--- config.mk ---
export PLATFORM = sky130hd
export DESIGN_NAME = booth_mac_accumulator
export DESIGN_NICKNAME = d
export VERILOG_FILES = /design/src/rtl/booth_mac_accumulator.sv
export SDC_FILE = /design/constraint.sdc
export NUM_CORES = 1
export LEC_CHECK = 0
export ABC_AREA = 0
export CAP_MARGIN = 40
export CELL_PAD_IN_SITES_DETAIL_PLACEMENT = 1
export CELL_PAD_IN_SITES_GLOBAL_PLACEMENT = 1
export CORE_AREA = 2 2 188 190
export DETAILED_ROUTE_END_ITERATION = 10
export DIE_AREA = 0 0 190 192
export PLACE_DENSITY_LB_ADDON = 0.2
export SLEW_MARGIN = 10
export SYNTH_ARGS = -nofsm -noshare
export SYNTH_HDL_FRONTEND = slang
export SYNTH_SLANG_ARGS = --single-unit
--- constraint.sdc ---
create_clock -name clk -period 17.2 [get_ports clk]
set_input_delay 3.44 -clock clk [delete_from_list [all_inputs] [get_ports clk]]
set_output_delay 3.44 -clock clk [all_outputs]
set_load 0.02 [all_outputs]
--- src/rtl/booth_mac_accumulator.sv ---
// Accumulates tagged multiplier products into per-frame dot-product sums; results queue in a small FIFO.
// Latency: accepted last term to out_valid is MUL_LAT+1 cycles; credit-gated issue because the multiplier cannot stall.
module booth_mac_accumulator #(
  parameter int MUL_LAT = 2,
  parameter int ACC_W   = 72,
  parameter int DEPTH   = 2,
  parameter int SAT     = 0,
  parameter int CNT_W   = 16
) (
  input  logic             clk,
  input  logic             rst,
  input  logic             in_valid,
  input  logic             in_last,
  output logic             in_ready,
  input  logic [63:0]      product_i,
  output logic             out_valid,
  input  logic             out_ready,
  output logic [ACC_W-1:0] out_data,
  output logic [CNT_W-1:0] out_count,
  output logic             out_ovf
);
  localparam int PTR_W = (DEPTH > 1) ? $clog2(DEPTH) : 1;
  localparam int OCC_W = PTR_W + 1;
  localparam int CRD_W = $clog2(DEPTH + MUL_LAT + 2) + 1;

  typedef struct packed {
    logic [ACC_W-1:0] data;
    logic [CNT_W-1:0] count;
    logic             ovf;
  } entry_t;

  logic [MUL_LAT-1:0] tag_vld;
  logic [MUL_LAT-1:0] tag_last;
  logic               accept;
  logic               a_valid;
  logic               a_last;
  logic [CRD_W-1:0]   inflight;
  logic [CRD_W-1:0]   credit_need;

  logic [ACC_W-1:0]   acc;
  logic [CNT_W-1:0]   cnt;
  logic               ovf;
  logic               first;
  logic [ACC_W:0]     base_ext;
  logic [ACC_W:0]     prod_ext;
  logic [ACC_W:0]     sum_ext;
  logic               ovf_now;
  logic [ACC_W-1:0]   sum_res;
  logic [CNT_W-1:0]   cnt_nxt;
  logic               ovf_nxt;

  entry_t             mem [DEPTH];
  logic [PTR_W-1:0]   wr_ptr;
  logic [PTR_W-1:0]   rd_ptr;
  logic [OCC_W-1:0]   occupancy;
  logic               push;
  logic               pop;

  assign accept  = in_valid && in_ready;
  assign a_valid = tag_vld[MUL_LAT-1];
  assign a_last  = tag_last[MUL_LAT-1];

  // Tags ride alongside the untagged multiplier so each product meets its valid/last.
  always_ff @(posedge clk) begin
    if (rst) begin
      tag_vld  <= '0;
      tag_last <= '0;
    end else begin
      tag_vld[0]  <= accept;
      tag_last[0] <= accept && in_last;
      for (int i = 1; i < MUL_LAT; i++) begin
        tag_vld[i]  <= tag_vld[i-1];
        tag_last[i] <= tag_last[i-1];
      end
    end
  end

  // Every last in flight has a FIFO slot reserved; non-last terms never need one.
  always_comb begin
    inflight = '0;
    for (int i = 0; i < MUL_LAT; i++) begin
      inflight = inflight + {{(CRD_W-1){1'b0}}, tag_last[i]};
    end
    credit_need = CRD_W'(occupancy) + inflight + {{(CRD_W-1){1'b0}}, in_last};
    in_ready    = (credit_need <= CRD_W'(DEPTH));
  end

  always_comb begin
    base_ext = first ? '0 : {acc[ACC_W-1], acc};
    prod_ext = {{(ACC_W-63){product_i[63]}}, product_i};
    sum_ext  = base_ext + prod_ext;
    ovf_now  = sum_ext[ACC_W] ^ sum_ext[ACC_W-1];
    sum_res  = sum_ext[ACC_W-1:0];
    if ((SAT != 0) && ovf_now) begin
      sum_res = sum_ext[ACC_W] ? {1'b1, {(ACC_W-1){1'b0}}} : {1'b0, {(ACC_W-1){1'b1}}};
    end
    cnt_nxt = first ? {{(CNT_W-1){1'b0}}, 1'b1} : cnt + 1'b1;
    ovf_nxt = (first ? 1'b0 : ovf) | ovf_now;
  end

  always_ff @(posedge clk) begin
    if (rst) begin
      acc   <= '0;
      cnt   <= '0;
      ovf   <= 1'b0;
      first <= 1'b1;
    end else if (a_valid) begin
      acc   <= sum_res;
      cnt   <= cnt_nxt;
      ovf   <= ovf_nxt;
      first <= a_last;
    end
  end

  assign push = a_valid && a_last;
  assign pop  = out_valid && out_ready;

  // Push at full with a pop overwrites the departing head slot, which is safe.
  always_ff @(posedge clk) begin
    if (rst) begin
      for (int i = 0; i < DEPTH; i++) mem[i] <= '0;
      wr_ptr    <= '0;
      rd_ptr    <= '0;
      occupancy <= '0;
    end else begin
      if (push) begin
        mem[wr_ptr] <= {sum_res, cnt_nxt, ovf_nxt};
        wr_ptr      <= wr_ptr + 1'b1;
      end
      if (pop) rd_ptr <= rd_ptr + 1'b1;
      if (push && !pop)      occupancy <= occupancy + 1'b1;
      else if (pop && !push) occupancy <= occupancy - 1'b1;
    end
  end

  assign out_valid = (occupancy != '0);
  assign out_data  = mem[rd_ptr].data;
  assign out_count = mem[rd_ptr].count;
  assign out_ovf   = mem[rd_ptr].ovf;

  a_no_overfill: assert property (@(posedge clk) disable iff (rst)
    !(push && !pop && (occupancy == OCC_W'(DEPTH))));
endmodule

After elaboration in Yosys (flattened, before gate mapping)
Memory sizes are Yosys's and may differ from the RTL's. A register that Yosys moved wholly into a read port is not among the register bits. Cells that the tools add are included.

Input port bits: 69. Logic and storage cells: 48. Latch bits: 0. Bits in registers: 98. RAM bits: 178. Memories: 1. ROM bits: 0.

Reductions and logical operators: 11. Muxes and demuxes: 15. Magnitude comparators: 1. Shifts and indexed selects: 0. Divide/modulo/power cells: 0. Multipliers: 0. $add $sub $neg: 9. Eq/ne operators: 0. Bitwise operators: 2.

Memory list: mem (words 2, width 89, read ports 1, clocked after Yosys merged registers in 1, wr ports 2, line 52) `entry_t mem [DEPTH];`.

Operator list (count): 2-to-1 mux 89 bit (1); OR reduction 89 bit (1); adder 73 bit (1); 2-to-1 mux 73 bit (1); adder 16 x 1 -> 16 bit (second input constant) (1); 2-to-1 mux 16 bit (1); 2-to-1 mux 1 bit (10); logical AND 1 bit (6); adder 3 x 1 -> 4 bit (1); less-or-equal comparator 4 x 2 -> 1 bit (second input constant) (1); 2-to-1 mux 2 bit (2); nonzero test 2 bit (2); adder 2 x 2 -> 3 bit (1); adder 1 bit (second input constant) (2); adder 1 x 1 -> 2 bit (1); adder 2 x 1 -> 2 bit (second input constant) (1); logical NOT 1 bit (2); subtractor 2 x 1 -> 2 bit (second input constant) (1); OR 1 bit (1); XOR 1 bit (1).

Longest topological paths before layout
Gate-level depths: netlist (run 1).

Depth after elaboration: 6. Mapped depth: 15. Depth with buffers taken out: 12.

Worst setup path after synthesis (run 1)
No wires, ideal clock.

Kind: input to output. Start: in in_last. End: out in_ready. Arrival time: 4.902 ns. Cell stages on the path: 4. Setup slack: 8.858 ns. Buffers on the path: 0. Data required time: 13.760 ns. Path through: fa_1 > ha_1 > fa_1 > a21oi_1.

Longest elaborated chain between the ends: 2.

Ends and longest elaborated chain: start, declared (line 13) `input logic in_last,`; adder 3 x 1 -> 4 bit (line 84) `credit_need = CRD_W'(occupancy) + inflight + {{(CRD_W-1){1'b0}}, in_last};`; less-or-equal comparator 4 x 2 -> 1 bit (line 85) `in_ready = (credit_need <= CRD_W'(DEPTH));`; end, declared (line 14) `output logic in_ready,`.

Every way passes these cells.

Worst setup path after layout (run 1)
Same ends and word-level chain as after synthesis.

==> flow_summary.toml, run 1 <==
[grt]
grt_max_degree = 72
grtUsageMet3_pct = 2.56
grt_use_met2_pct = 46.1
overflow = 0
grtUsageMet1_pct = 33.6
grt_pass1_wl_um = 75700
busiest_layer = "met2"
grt_pass1_vias = 14370
antenna_found_initial = 1
grtUsageTotal_pct = 25.9

[drt]
num_vias = 13555
wl_per_cell_um = 20.2
routed_wl_um = 47300
firstDrtPassIters = 6
via_per_inst = 5.80
drc = 0
first_iter_violations = 727
ant_nets = 0

[sta]
worst_slew_pin_slew_ns = 0.822
fin_setup_tns_ns = 0
rsz0062_at_grt = "no"
setup_viol = 0
hold_viol_final = 0
setup_slack_ns = 7.84
drv_slew = 0
maxSlewHeadroom_pct = 43.8
whs_ns = 0.445
max_freq_mhz = 107
skew_ns = 0.0218
fin_crit_ns = 9.36
post-route-period-util_pct = 54.4

[outcome]
outcome = "finished clean"

[setup_path]
arrival_ns = 5.92
critPathCaptureType = "output pin"
path_max_fanout = 2
crit_start = "in_last"
cp.required_ns = 13.76
start_kind = "input port"
path_class = "input port to output pin"
regToRegStartpoint = "first"

[floorplan]
dieArea_sq_um = 36500
pin_count = 160
chipWidth_um = 190
die_y_um = 192
core-area_sq_um = 34300
start_util_pct = 47.8
rows = 68

[logic_synthesis]
syn-num-nets = 1909
ys.warnings.count = 0
async_flop_share_pct = 0
synth_edf_count = 178
yosys-top-cells-count = "nor2_1, edfxtp_1, a21oi_1"
synth_cell_type_count = 71
yosys.area.top_type = "edfxtp_1"
yosysMostFrequentCell = "nor2_1"
synthTopCellsByArea = "edfxtp_1, dfxtp_1, nor2_1, mux2_2, ha_1"
netlist_instances = 1762
yosysSeqAreaShare_pct = 44.7
yosys_register_bits = 277
synthFlopType = "edfxtp_1"
synth_top_area_share_pct = 32.6
syn_avg_cell_area_sq_um = 9.31
synth_area_sq_um = 16400

[flow_run]
maxCapViolations = 0

[clock_tree]
insertion_delay_ns = 0.58
root_buffer = "clkbuf_16"
post-cts-setup-buffers = 0
ctsHoldBuffers = 0
numCtsBuffers = 30
cts_tree = "yes"
ctsResizeCount = 0
clkSlewWorstSetupHoldPaths_ns = 0.06
clock_sinks = 277
cts_max_level = 1
cts_buffer_depth = 3

[worst_hold_path]
hold_path_class = "register to register"
worstHoldStart = "tag_vld[0]"

[pwr]
ir_worst_vdd_mv = 0.0733
p_leak_nw = 7.06
power_density_nw_per_um2 = 86.4

[final_layout]
num_antenna_cells = 0
design_area_sq_um = 19300
area_growth_syn_to_layout_pct = 17.8
nets = 2008
drive_above_1_share_pct = 10.2
nFillCells = 3827
fin_cells = 2338

[place]
hpwl_um = 33500
gp_congestion = 0.859
portBuffers = 159
place_ws_ns = 7.83
place_area_sq_um = 18400
dp.cells = 2284
==> layer usage <==
metal / part of all wire [%] / up-vias
li1: - / 6501
met1: 45 / 6724
met2: 49 / 257
met3: 3.5 / 73
met4: 2.5 / 0
met5: 0 / -
==> flip-flops by register name, indices dropped and copies added, names as in the netlist, named ones only <==
signal	cells
cnt	16
tag_vld	2
rd_ptr	1
wr_ptr	1
mem	178
ovf	1
first	1
acc	72
tag_last	2
occupancy	2
==> final cells by class <==
type	count	area (sq um)	area share (%)
multi-input combinational	1356	8600	44.5
timing repair buffer	175	1770	9.18
tap	455	569	2.95
inverter	21	80.1	0.414
clock inverter	17	176	0.913
clock buffer	37	787	4.07
sequential	277	7330	38.0
==> power by group <==
group,internal (mW),leakage (nW),switching (mW)
Clock,0.369,0.470,0.273
Sequential,0.730,2.64,0.0195
Combinational,0.126,3.95,0.154
==> worst paths after layout <==
check	cells past startpoint	endpoint	slack, ns
hold reg to reg	1	tag_vld[1]	0.44
setup / recovery	6	in_ready	7.84
setup reg to reg	12	mem[1][0]	12.19
hold / removal	1	tag_vld[1]	0.44
==> logic make-up after synthesis <==
logic type / share of synthesized area [%]
AOI/OAI and AO/OA: 14.8
xor gates and xnor gates: 4.43
adders and majority gates: 6.09
buffers and inverters: 3.06
DFF: 44.7
muxes: 6.48
and+or+nand+nor: 20.4
==> through the flow <==
step,power (mW),util (%)
after floorplan,0.931,-
after global placement,1.03,53.3
after detailed placement,1.04,53.6
after CTS,1.68,56.4
after global routing,1.73,56.4
final,1.67,56.4
==> worst max-delay path: stages <==
cell and delay (ns):
clkdlybuf4s50_1 0.46, fa_1 0.51, ha_1 0.22, fa_1 0.43
a21oi_1 0.20, clkdlybuf4s50_1 0.64
==> placed cells by master (no fill, tap or decap), types with 13 or more instances in the layout <==
cell type and count:
dfxtp_1 97, nand4_1 34, o21ai_0 59, nor2b_1 81
nand3_1 34, clkdlybuf4s50_1 158, nor3_1 44, nor2_1 300
clkbuf_16 30, nand2_1 129, mux2_2 89, buf_4 13
o21bai_1 20, o22ai_1 14, inv_1 19, or2_2 20
xnor2_1 44, o21a_1 27, a21oi_1 151, a21o_1 32
nand2b_1 14, ha_1 75, xor2_1 37, edfxtp_1 178
Note: power is estimated with default switching activity, not from simulation.
==> run 2: changes to the inputs <==
- CORE_AREA: 2 2 188 190 -> 2 2 194 196
- DIE_AREA: 0 0 190 192 -> 0 0 196 198
- clock period: 17.2 -> 8.8 ns (I/O delays scaled with it)
==> flow_summary.toml, run 2 (synthesis results as in run 1) <==
[outcome]
outcome = "finished clean"

[place]
portBuffers = 159
place_area_sq_um = 18400
hpwl_um = 33800
dp.cells = 2303
gp_congestion = 0.893

[sta]
drv_slew = 0
rsz0062_at_grt = "no"
setup_viol = 0
worst_slew_pin_slew_ns = 0.824
fin_crit_ns = 6.00
skew_ns = 0.0186
post-route-period-util_pct = 68.2
maxSlewHeadroom_pct = 43.6
max_freq_mhz = 167
hold_viol_final = 0
fin_setup_tns_ns = 0

[setup_path]
cp.required_ns = 7.04
cp_slowest_stage_delay_ns = 0.64
slowest_stage = "clkdlybuf4s50_1"
path_max_fanout = 2
arrival_ns = 4.24
path_class = "input port to output pin"
start_kind = "input port"
critPathCaptureType = "output pin"
path_cells = "clkdlybuf4s50_1 -> fa_1 -> ha_1 -> fa_1 -> a21oi_1 -> clkdlybuf4s50_1"

[final_layout]
reg_top3 = "mem x178, acc x72, cnt x16"
num_antenna_cells = 0
fin_cells = 2360
nets = 2009
largest_reg_flops = 178
top_register = "mem"
layout_common_cells = "nor2_1, edfxtp_1, clkdlybuf4s50_1, a21oi_1, nand2_1"
drive_above_1_share_pct = 10.1
area_growth_syn_to_layout_pct = 18.2
design_area_sq_um = 19400
final_common_cell = "nor2_1"

[drt]
firstDrtPassIters = 5
via_per_inst = 5.71
routed_wl_um = 47300
first_iter_violations = 783
ant_nets = 0
num_vias = 13481
drc = 0
wl_per_cell_um = 20.1

[pwr]
seqPwrFrac_pct = 44.9
combinationalPowerShare_pct = 16.6
p_sw_mw = 0.853
power_density_nw_per_um2 = 169
cell_internal_pwr_mw = 2.42
ir_worst_vdd_mv = 0.144
p_leak_nw = 7.08
total_power_mw = 3.27
swShare_pct = 26.1
pwr-share-clk_pct = 38.5

[grt]
antenna_found_initial = 0
overflow = 0
grtUsageTotal_pct = 24.5
grt_max_degree = 69
grt_pass1_wl_um = 76300
grt_pass1_vias = 13968

[clock_tree]
clock_sinks = 277
cts_tree = "yes"
insertion_delay_ns = 0.57
cts_buffer_depth = 3
ctsResizeCount = 0
root_buffer = "clkbuf_16"
numCtsBuffers = 31
post-cts-setup-buffers = 0
cts_max_level = 1
ctsHoldBuffers = 0
clkSlewWorstSetupHoldPaths_ns = 0.05

[floorplan]
core-area_sq_um = 37000
dieArea_sq_um = 38800
rows = 71
die_y_um = 198
chipWidth_um = 196
start_util_pct = 44.4
pin_count = 160

[worst_hold_path]
hold_path_class = "register to register"

[flow_run]
maxCapViolations = 0
==> run 2: cell count changes in the layout (fill, tap and decap cells not counted) <==
cell	before	now
clkinv_2	8	4
buf_8	0	2
clkbuf_1	6	11
buf_12	2	1
clkinvlp_4	2	0
clkinv_8	1	0
clkbuf_16	30	31
bufinv_16	3	2
clkinv_4	0	1
clkbuf_8	1	5
buf_4	13	12
==> run 2: worst paths after layout <==
path                            startpoint         to  slack, ns  depth (start not counted)
worst max-delay path               in_last   in_ready       2.80                          6
worst min-delay path               acc[33]    acc[33]       0.46                          2
worst max register to register       first  mem[0][0]       4.02                         12
worst min register to register     acc[33]    acc[33]       0.46                          2
==> run 2: cell type report <==
cell class,count,area [sq um]
clock buffer,47,886
clock inverter,10,104
fill,4180,17600
inverter,21,80.1
multi-input combinational,1356,8600
sequential,277,7330
tap,474,593
timing repair buffer,175,1780
==> run 2: per-stage QoR <==
stage          setup WS, ns  hold slack [ns]  util, %
4_1_cts                2.80            0.462     52.4
5_1_grt                2.74            0.483     52.4
3_3_place_gp           2.91            0.430     49.5
6_report               2.80            0.460     52.4
3_5_place_dp           2.80            0.453     49.8
2_1_floorplan          1.46            0.414        -
==> run 2: critical path, delay by kind of cell <==
kind            cells  cell delay, ns
buf+inv             2            1.09
compound gates      1            0.21
fa+ha+maj           3            1.18
==> run 2: power by group through the flow <==
stage	sequential, mW	clock (mW)	combinational, mW
after floorplan	1.47	0	0.349
after global placement	1.49	0	0.534
after detailed placement	1.50	0	0.545
after CTS	1.47	1.29	0.548
after global routing	1.48	1.34	0.584
final	1.47	1.26	0.544
==> run 2: layer usage <==
layer / part of all wire [%] / wire length (um) / track usage, %
met5: 0 / 0 / 0
met4: 1.9 / 910 / 5.81
met3: 2.6 / 1240 / 2.38
met2: 48 / 22900 / 42.2
met1: 47 / 22300 / 33.3
==> run 3: changes to the inputs <==
- CORE_AREA: 2 2 194 196 -> 2 2 203 205
- DIE_AREA: 0 0 196 198 -> 0 0 205 207
- clock period: 8.8 -> 5.25 ns (I/O delays scaled with it)
==> flow_summary.toml, run 3 (synthesis results as in run 1) <==
[outcome]
outcome = "finished clean"

[sta]
worst_slew_pin_slew_ns = 0.898
hold_viol_final = 0
whs_ns = 0.445
skew_ns = 0.0196
drv_slew = 0
maxSlewHeadroom_pct = 38.6
rsz0062_at_grt = "no"
max_freq_mhz = 220
setup_viol = 0
post-route-period-util_pct = 86.4
fin_crit_ns = 4.54
fin_setup_tns_ns = 0

[floorplan]
core-area_sq_um = 40400
pin_count = 160
die_y_um = 207
rows = 74
dieArea_sq_um = 42400
chipWidth_um = 205
start_util_pct = 40.6

[grt]
grt_max_degree = 57
grtUsageMet1_pct = 31.4
grt_use_met2_pct = 40.3
grt_pass1_vias = 14235
busiest_layer = "met2"
grtUsageTotal_pct = 23.3
overflow = 0
grtUsageMet3_pct = 2.38
antenna_found_initial = 0
grt_pass1_wl_um = 78900

[clock_tree]
clock_sinks = 277
numCtsBuffers = 30
ctsResizeCount = 0
cts_max_level = 1
cts_buffer_depth = 3
cts_tree = "yes"
ctsHoldBuffers = 0
insertion_delay_ns = 0.58
post-cts-setup-buffers = 0
root_buffer = "clkbuf_16"
clkSlewWorstSetupHoldPaths_ns = 0.06

[setup_path]
arrival_ns = 3.49
critPathCaptureType = "output pin"
slowest_stage = "clkdlybuf4s50_1"
path_cells = "clkdlybuf4s50_1 -> fa_1 -> ha_1 -> fa_1 -> a21oi_1 -> clkdlybuf4s50_1"
path_class = "input port to output pin"
cp_slowest_stage_delay_ns = 0.65
cp.required_ns = 4.20
start_kind = "input port"
path_max_fanout = 2

[final_layout]
nets = 2015
top_register = "mem"
largest_reg_flops = 178
drive_above_1_share_pct = 10.6
num_antenna_cells = 0
layout_common_cells = "nor2_1, edfxtp_1, clkdlybuf4s50_1, a21oi_1, nand2_1"
final_common_cell = "nor2_1"
area_growth_syn_to_layout_pct = 18.5
reg_top3 = "mem x178, acc x72, cnt x16"

[pwr]
cell_internal_pwr_mw = 3.91
p_sw_mw = 1.47
swShare_pct = 27.3
seqPwrFrac_pct = 45.6
power_density_nw_per_um2 = 277
ir_worst_vdd_mv = 0.237
p_leak_nw = 7.06
combinationalPowerShare_pct = 17.5
pwr-share-clk_pct = 36.8

[place]
hpwl_um = 35700
gp_congestion = 0.867
portBuffers = 159

[flow_run]
maxCapViolations = 0

[worst_hold_path]
hold_path_class = "register to register"

[drt]
drc = 0
first_iter_violations = 675
routed_wl_um = 49200
wl_per_cell_um = 20.3
num_vias = 13442
via_per_inst = 5.55
firstDrtPassIters = 4
ant_nets = 0
-- run 3: changes by cell type in the layout (fill, tap and decap cells not counted), moves of 2 or more --
cell and delta:
bufinv_16 -2, clkbuf_1 -4, buf_12 +2, clkinvlp_4 +4
clkbuf_8 -2, buf_4 +7, buf_8 -2, clkinv_2 +4
-- run 3: metrics by stage --
step	instances	utilization (%)	setup WS [ns]	power [mW]	area, sq um
2_1_floorplan	1762	-	0.262	3.05	16400
3_3_place_gp	2365	45.7	0.528	3.42	18400
3_5_place_dp	2368	45.9	0.498	3.44	18500
4_1_cts	2424	48.1	0.689	5.44	19400
5_1_grt	2424	48.1	0.613	5.58	19400
6_report	2424	48.1	0.714	5.37	19400
-- run 3: power by group through the flow --
stage / Sequential [mW] / Clock [mW] / Combinational [mW]
after floorplan: 2.46 / 0 / 0.584
after global placement: 2.52 / 0 / 0.898
after detailed placement: 2.50 / 0 / 0.944
after CTS: 2.45 / 2.03 / 0.952
after global routing: 2.46 / 2.10 / 1.01
final: 2.45 / 1.98 / 0.943
-- run 3: metal layers --
layer  vias up  wire (um)  share of wire (%)
met5         -          0                  0
met4         0        881                1.8
met3        58       1720                3.5
met2       233      23900                 49
met1      6645      22700                 46
li1       6506          -                  -
-- run 3: final timing paths --
check | from | endpoint | slack (ns) | cells after the start
max | in_last | in_ready | 0.71 | 6
min | tag_vld[0] | tag_vld[1] | 0.44 | 1
max reg2reg | first | mem[1][70] | 1.08 | 11
min reg2reg | tag_vld[0] | tag_vld[1] | 0.44 | 1
-- run 3: final cells by class --
cell class / instances / area [sq um]
clock buffers: 40 / 818
clock inverters: 16 / 96.3
fillers: 4615 / 20900
inverters: 21 / 80.1
multi-input cells: 1356 / 8600
flip-flops and latches: 277 / 7330
well taps: 532 / 666
repair buffers: 182 / 1840
-- run 3: worst max-delay path: cells and delay by family --
kind                     cells  cell delay [ns]
AO/OA/AOI/OAI                1             0.20
buffers and inverters        2             1.11
adder cells (fa/ha/maj)      3             1.13
